===== src/rtl/cordic_sched.sv =====
// Round-robin scheduler sharing one CORDIC atan core among N_CH requesters.
// One request in flight at a time; a hung core is abandoned after TIMEOUT wait cycles.
module cordic_sched #(
  parameter int unsigned N_CH    = 4,
  parameter int unsigned TIMEOUT = 48
) (
  input  logic                 clk,
  input  logic                 rst_n,
  input  logic [N_CH-1:0]      req_valid,
  input  logic [32*N_CH-1:0]   req_x,
  input  logic [32*N_CH-1:0]   req_y,
  output logic [N_CH-1:0]      req_ready,
  output logic [N_CH-1:0]      rsp_valid,
  output logic [15:0]          rsp_angle,
  output logic                 rsp_err,
  output logic                 cor_start,
  output logic [31:0]          cor_x,
  output logic [31:0]          cor_y,
  output logic                 cor_rst,
  input  logic [15:0]          cor_angle,
  input  logic                 cor_done,
  input  logic                 cor_busy
);

  localparam int unsigned GW = (N_CH > 1) ? $clog2(N_CH) : 1;
  localparam int unsigned CW = (TIMEOUT > 1) ? $clog2(TIMEOUT) : 1;

  typedef enum logic [1:0] {IDLE, ISSUE, WAIT, DELIVER} state_t;

  state_t          state, next;
  logic [GW-1:0]   last_grant;
  logic [GW-1:0]   grant_idx;
  logic [N_CH-1:0] grant;
  logic            found;
  logic            accept;
  logic [CW-1:0]   cnt;
  logic            timeout_hit;
  logic            rst_hold;
  logic [31:0]     x_ch [N_CH];
  logic [31:0]     y_ch [N_CH];

  for (genvar g = 0; g < N_CH; g++) begin : g_unpack
    assign x_ch[g] = req_x[32*g +: 32];
    assign y_ch[g] = req_y[32*g +: 32];
  end

  // Search starts one past the last accepted channel and wraps around.
  always_comb begin
    grant     = '0;
    grant_idx = last_grant;
    found     = 1'b0;
    for (int unsigned i = 1; i <= N_CH; i++) begin
      logic [GW-1:0] cidx;
      cidx = GW'((32'(last_grant) + i) % N_CH);
      if (!found && req_valid[cidx]) begin
        found       = 1'b1;
        grant[cidx] = 1'b1;
        grant_idx   = cidx;
      end
    end
  end

  assign timeout_hit = (cnt == CW'(TIMEOUT - 1));

  always_ff @(posedge clk or negedge rst_n) begin
    if (!rst_n) state <= IDLE;
    else        state <= next;
  end

  always_comb begin
    next   = state;
    accept = 1'b0;
    case (state)
      IDLE: begin
        if (found && !cor_busy) begin
          accept = 1'b1;
          next   = ISSUE;
        end
      end
      ISSUE:   next = WAIT;
      WAIT:    if (cor_done || timeout_hit) next = DELIVER;
      DELIVER: next = IDLE;
      default: next = IDLE;
    endcase

    req_ready = accept ? grant : '0;
    cor_start = (state == ISSUE);
    rsp_valid = (state == DELIVER) ? (N_CH'(1) << last_grant) : '0;
    cor_rst   = rst_hold | ((state == DELIVER) && rsp_err);
  end

  always_ff @(posedge clk or negedge rst_n) begin
    if (!rst_n) begin
      last_grant <= GW'(N_CH - 1);
      cor_x      <= '0;
      cor_y      <= '0;
      cnt        <= '0;
      rsp_angle  <= '0;
      rsp_err    <= 1'b0;
      rst_hold   <= 1'b1;
    end else begin
      rst_hold <= 1'b0;
      if (accept) begin
        last_grant <= grant_idx;
        cor_x      <= x_ch[grant_idx];
        cor_y      <= y_ch[grant_idx];
      end
      if (state == ISSUE)     cnt <= '0;
      else if (state == WAIT) cnt <= cnt + 1'b1;
      // A done arriving in the timeout cycle still wins.
      if (state == WAIT) begin
        if (cor_done) begin
          rsp_angle <= cor_angle;
          rsp_err   <= 1'b0;
        end else if (timeout_hit) begin
          rsp_angle <= '0;
          rsp_err   <= 1'b1;
        end
      end
    end
  end

endmodule


===== config.mk =====
export PLATFORM = sky130hd
export DESIGN_NAME = cordic_sched
export DESIGN_NICKNAME = d
export VERILOG_FILES = /design/src/rtl/cordic_sched.sv
export SDC_FILE = /design/constraint.sdc
export NUM_CORES = 1
export LEC_CHECK = 0
export BUFFER_PORTS_ARGS = -buffer_cell sky130_fd_sc_hd__clkbuf_2
export CORE_AREA = 4 4 141 143
export CTS_CLUSTER_DIAMETER = 120
export CTS_CLUSTER_SIZE = 30
export DETAILED_ROUTE_END_ITERATION = 7
export DIE_AREA = 0 0 145 147
export GPL_TIMING_DRIVEN = 0
export PLACE_DENSITY = 0.65
export RECOVER_POWER = 50
export SYNTH_ARGS = -nofsm -noshare
export SYNTH_HDL_FRONTEND = slang
export SYNTH_SLANG_ARGS = --single-unit

===== constraint.sdc =====
create_clock -name clk -period 3.1 [get_ports clk]
set_clock_uncertainty 0.1 [all_clocks]
set_input_delay 0.465 -clock clk [delete_from_list [all_inputs] [get_ports clk]]
set_output_delay 0.465 -clock clk [all_outputs]
set_load 0.005 [all_outputs]

* Word-level counts from Yosys, hierarchy flattened
Index checks and enable logic that the tools add are counted.
** Word-level totals
- Output and inout port bits :: 91
- Register bits after elaboration :: 92
** Cells by class
- Magnitude comparators :: 9
- Reductions and logical operators :: 19
- Bitwise logic cells :: 5
- Shift-type cells :: 1
- Add/subtract/negate cells :: 5
- Equality and inequality tests :: 6
- Muxes and demuxes :: 47
** Operator list (number)
- binary-select mux 32 bit (select 2 bit) :: 2
- 2-to-1 mux 32 bit :: 4
- 2-to-1 mux 16 bit :: 2
- 2-to-1 mux 4 bit :: 6
- 2-to-1 mux 1 bit :: 16
- less-than comparator 2 x 3 -> 1 bit (second input constant) :: 4
- 2-to-1 mux 2 bit :: 6
- 2-to-1 mux 6 bit :: 2
- bitwise OR 4 bit :: 3
- logical AND 1 bit :: 9
- binary-select mux 1 bit (select 2 bit) :: 4
- demux 1 bit (select 2 bit) :: 4
- greater-or-equal comparator 2 x 1 -> 1 bit (second input constant) :: 4
- one-hot mux 2 bit (4 select lines) :: 1
- adder 6 x 1 -> 6 bit (second input constant) :: 1
- == test 6 bit (second input constant) :: 1
- adder 2 x 1 -> 2 bit (second input constant) :: 2
- adder 2 bit (second input constant) :: 2
- == test 2 bit (second input constant) :: 2
- logical NOT 1 bit :: 4
- != test 2 bit (second input constant) :: 2
- AND reduction 2 bit :: 2
- nonzero test 2 bit :: 2
- left shift 1 x 2 -> 4 bit (first input constant) :: 1
- 6 further kinds :: 6

* Logic depth before layout (Yosys ltp)
- Depth after elaboration :: 17
- Depth in mapped cells :: 12
- Depth with buffers taken out :: 8

* Worst setup path after synthesis
Ideal clock, no wire load.
- Kind :: reg-to-reg
- From :: register last_grant[1]
- To :: register cor_x[10]
- Clock period less this slack :: 2.874 ns
- Setup time :: 0.126 ns
- Data arrival time :: 2.648 ns
- Buffers on the path :: 4
- Required time :: 2.874 ns
- Cell stages (with the launch flop) :: 13
- Slack :: 0.226 ns
- Path through :: dfstp_2 buf_6 inv_1 ha_1 buf_2 mux2i_1 a21oi_1 o21ai_1 buf_6 buf_4 mux2i_1 nor3_1 a221o_1
** Between the ends
- Cells in the longest elaborated chain, start to end :: 17
- Elaborated cells on any way between the ends :: 33
- Those cells by class :: add/sub: 4; mux: 21; bitwise: 1; reduce/logical: 7
** Ends and longest elaborated chain
- from (decl) :: RTL line 31 : logic [GW-1:0] last_grant;
- from (signal assigned) :: RTL line 94 : last_grant <= GW'(N_CH - 1);
- from (signal assigned) :: RTL line 104 : last_grant <= grant_idx;
- adder 2 x 1 -> 2 bit :: RTL line 54 : cidx = GW'((32'(last_grant) + i) % N_CH);
- binary-select mux 1 bit (select 2 bit) :: RTL line 55 : if (!found && req_valid[cidx]) begin
- 2-to-1 mux 1 bit (implied by the code) :: RTL line 55
- 2-to-1 mux 1 bit :: RTL line 55
- logical NOT 1 bit :: RTL line 55
- logical AND 1 bit :: RTL line 55
- 2-to-1 mux 1 bit :: RTL line 55
- logical NOT 1 bit :: RTL line 55
- logical AND 1 bit :: RTL line 55
- 2-to-1 mux 1 bit :: RTL line 55
- logical NOT 1 bit :: RTL line 55
- logical AND 1 bit :: RTL line 55
- 2-to-1 mux 2 bit :: RTL line 55
- NOT 2 -> 3 bit (implied by the code) :: RTL line 105 : cor_x <= x_ch[grant_idx];
- binary-select mux 32 bit (select 2 bit) :: RTL line 105
- 2-to-1 mux 32 bit (implied by the code) (2 in series) :: RTL line 105
- to (signal assigned) :: RTL line 105
- to (decl) :: RTL line 17 : output logic [31:0] cor_x,
Several ways; a longest one is shown, not always the timed one. The select of a mux whose other input is x is not followed.
A chain may end at the register's enable or synchronous reset.

* Worst setup path in the final report
- From :: register last_grant[1]
- To :: output req_ready[0]
** Between the ends
- Cells in the longest elaborated chain, start to end :: 17
- Elaborated cells on any way between the ends :: 53
- Those cells by class :: add/sub: 4; order compare: 8; mux: 27; bitwise: 3; reduce/logical: 11
** Ends and longest elaborated chain
- parallel branches: the longest is 16 deep, another holds less-than comparator 2 x 3 -> 1 bit
- 2-to-1 mux 4 bit (*) :: RTL line 86 : req_ready = accept ? grant : '0;
- to (decl) :: RTL line 12 : output logic [N_CH-1:0] req_ready,
Mark *: on every way between the ends. The select of a mux whose other input is x is not followed.

==> impl_metrics.json <==
{
  "start_util_pct": 32.9,
  "clockBufferDepth": 2,
  "synthesis.area_um2": 6110,
  "critPathLaunchType": "register",
  "yosysSeqAreaShare_pct": 37.7,
  "path_max_fanout": 4,
  "seqCellArea_um2": 2310,
  "synthAdderAreaFrac_pct": 2.66,
  "clkSlewWorstSetupHoldPaths_ns": 0.07,
  "grt_pass1_vias": 6859,
  "dp_hpwl_um": 19600,
  "synth_top_area_cell": "dfrtp_1",
  "synth.top_cells.by_count": "129 x mux2i_1, 89 x dfrtp_1, 77 x nor2_1",
  "reg2reg_to": "cor_x[17]",
  "fin_crit_ns": 3.17,
  "outcome": "finished, violations left",
  "synth-seq-cells": 92,
  "critPathRequiredTime_ns": 2.53,
  "yosys-mux-area-fraction_pct": 22.2,
  "drive_gt1_share_pct": 44.2,
  "portBuffers": 370,
  "avgSynthCellArea_um2": 10.0,
  "rsz0062_at_grt": "yes",
  "timing.final.ws_setup_ns": -0.0686,
  "drv_cap": 0,
  "place_ws_ns": -0.403,
  "clkSinkCount": 92,
  "min_period_over_period_pct": 102,
  "fmax_ghz": 0.316,
  "grt_max_degree": 48,
  "tns_ns": -0.186,
  "cts_tree": "done",
  "path_class": "reg2out",
  "die-area_um2": 21300,
  "synth_top_family_by_area": "multiplexers",
  "die_w_um": 145,
  "root_buffer": "clkbuf_16",
  "relSlewSlack_pct": 17.7,
  "synth_simple_gate_area_share_pct": 13.1,
  "grt_pass1_wl_um": 37700,
  "min_path_cells": 2,
  "dpl_cell_area_um2": 8290,
  "drv_slew": 0,
  "yosys-top-cells-area": "dfrtp_1 36%, mux2i_1 21%, a221o_1 10%",
  "async_reset_ff_share_pct": 100,
  "grt_use_total_pct": 22.3,
  "ir_drop_mv": 0.430,
  "synth_nets": 903,
  "synthDistinctLibCells": 48,
  "num_rows": 50,
  "drtIter0Drc": 375,
  "synth_edf_count": 0,
  "die_h_um": 147,
  "io_pins": 371,
  "cts_hold_buf": 0,
  "reg2reg_slack_ns": 0.06,
  "synth_compound_area_share_pct": 17.5,
  "antenna_found_initial": 2,
  "hold_path.class": "in2reg",
  "clk_latency_ns": 0.34,
  "avgRoutedWirePerCell_um": 20.5,
  "postSynthCellCount": 610,
  "final_hold_viol_count": 0,
  "synth_top_flop_cell": "dfrtp_1",
  "synth_xor_area_share_pct": 0.287,
  "leakagePower_nw": 4.65,
  "cts_buffers": 9,
  "crit_arrival_ns": 2.60,
  "syn_to_final_growth_pct": 49.6,
  "violations": "negative setup slack",
  "core_area_um2": 18600,
  "overflow": 0,
  "min_to": "rsp_angle[0]",
  "fin_area_um2": 9140,
  "viasPerCell": 5.30,
  "place_congestion": 0.904,
  "critPathCaptureType": "output port",
  "r2r-start": "last_grant[1]",
  "setup_viol": 4,
  "multi_input_area_um2": 3560,
  "power_density_nw_per_um2": 1110,
  "synth_top_area_share_pct": 36.4,
  "tightest_slew_ns": 1.23,
  "nNetsFinal": 1306,
  "min_from": "cor_angle[0]",
  "dr.pass1.iters": 5,
  "synth_most_common_cell": "mux2i_1",
  "fillerInstances": 1797,
  "yosysWarnings": 0,
  "num_vias": 6636,
  "rr_worst_depth": 14,
  "htreeDepth": 3,
  "drc": 0,
  "postRouteWirelength_um": 25700,
  "ant_nets": 0
}
[routing by layer]
metal / track usage [%] / vias to the layer above / part of all wire [%]
li1: - / 3113 / -
met1: 26.6 / 3187 / 41
met2: 38.9 / 291 / 50
met3: 5.21 / 43 / 6.8
met4: 8.74 / 2 / 2.9
met5: 0 / - / 0.078
[power breakdown]
group | total, mW | switching, mW | internal [mW]
Combinational | 6.79 | 3.40 | 3.39
Clock | 1.22 | 0.485 | 0.733
Sequential | 2.16 | 0.369 | 1.79
Total | 10.2 | 4.26 | 5.91
[area by class of cell]
type                       instances  share of cell area, %
multi-input combinational        449                   39.0
sequential                        92                   25.2
timing repair buffer             393                   23.1
buffer                            59                   5.47
tap                              234                   3.20
clock buffer                      11                   2.66
clock inverter                     5                  0.931
inverter                           9                  0.452
antenna                            1                 0.0274
[how the worst max path moves through the flow]
| stage | startpoint | cells after the start | to |
|---|---|---|---|
| CTS | last_grant[1] | 10 | req_ready[0] |
| global route | last_grant[1] | 9 | req_ready[2] |
| detailed placement | last_grant[0] | 11 | cor_x[23] |
| global placement | last_grant[0] | 11 | cor_x[23] |
| finish | last_grant[1] | 9 | req_ready[0] |
| floorplan | last_grant[1] | 12 | cor_x[10] |
[through the flow]
step                power (mW)  utilization [%]  instances  hold slack, ns
floorplan                 5.72                -        610          0.0694
global route              10.8             49.2       1253           0.245
finish                    10.2             49.2       1253           0.250
CTS                       9.27             47.6       1243          0.0949
detailed placement        7.67             44.6       1215           0.393
global placement          7.60             44.4       1214           0.371
[what timing repair did]
action | 4_1_cts | 5_1_grt
buffers inserted | 11 | 3
pin swaps | 8 | 11
setup endpoints to repair | 67 | 65
gates resized for setup | 31 | 56
gates cloned | 1 | 7
[cells by family after synthesis]
logic type,count (synthesis)
compound gates,123
buf+inv,69
xor+xnor,2
flops,92
mux,134
fa+ha+maj,13
other cells,1
simple gates,176
[flip-flops by register name (all words and copies together) (netlist names)]
signal / count
state: 2
rsp_angle: 16
cor_y: 32
cor_x: 32
cnt: 6
last_grant: 2
rst_hold: 1
rsp_err: 1
[layout by cell type, fill, tap and decap left out, drive strengths merged, types with 3 or more instances in the layout]
master	count
dfstp	3
o21ai	6
buf	53
a221o	63
and2	5
nand3	5
ha	13
clkbuf	410
nor3	65
mux2i	130
nor2	77
a222oi	4
o22ai	3
o21a	3
clkinvlp	3
dfrtp	89
mux2	4
nor3b	3
nand2	12
a21oi	16
inv	7
a22o	16
[worst max-delay path, cell delays in order (launching register included)]
cell and delay [ns]:
dfstp_2 0.57, clkinvlp_4 0.12, ha_4 0.30, buf_6 0.13
nor3b_2 0.04, o211a_1 0.26, or2_4 0.28, a222oi_1 0.32
a21oi_1 0.13, clkbuf_2 0.13
Note: power is estimated with default switching activity, not from simulation.
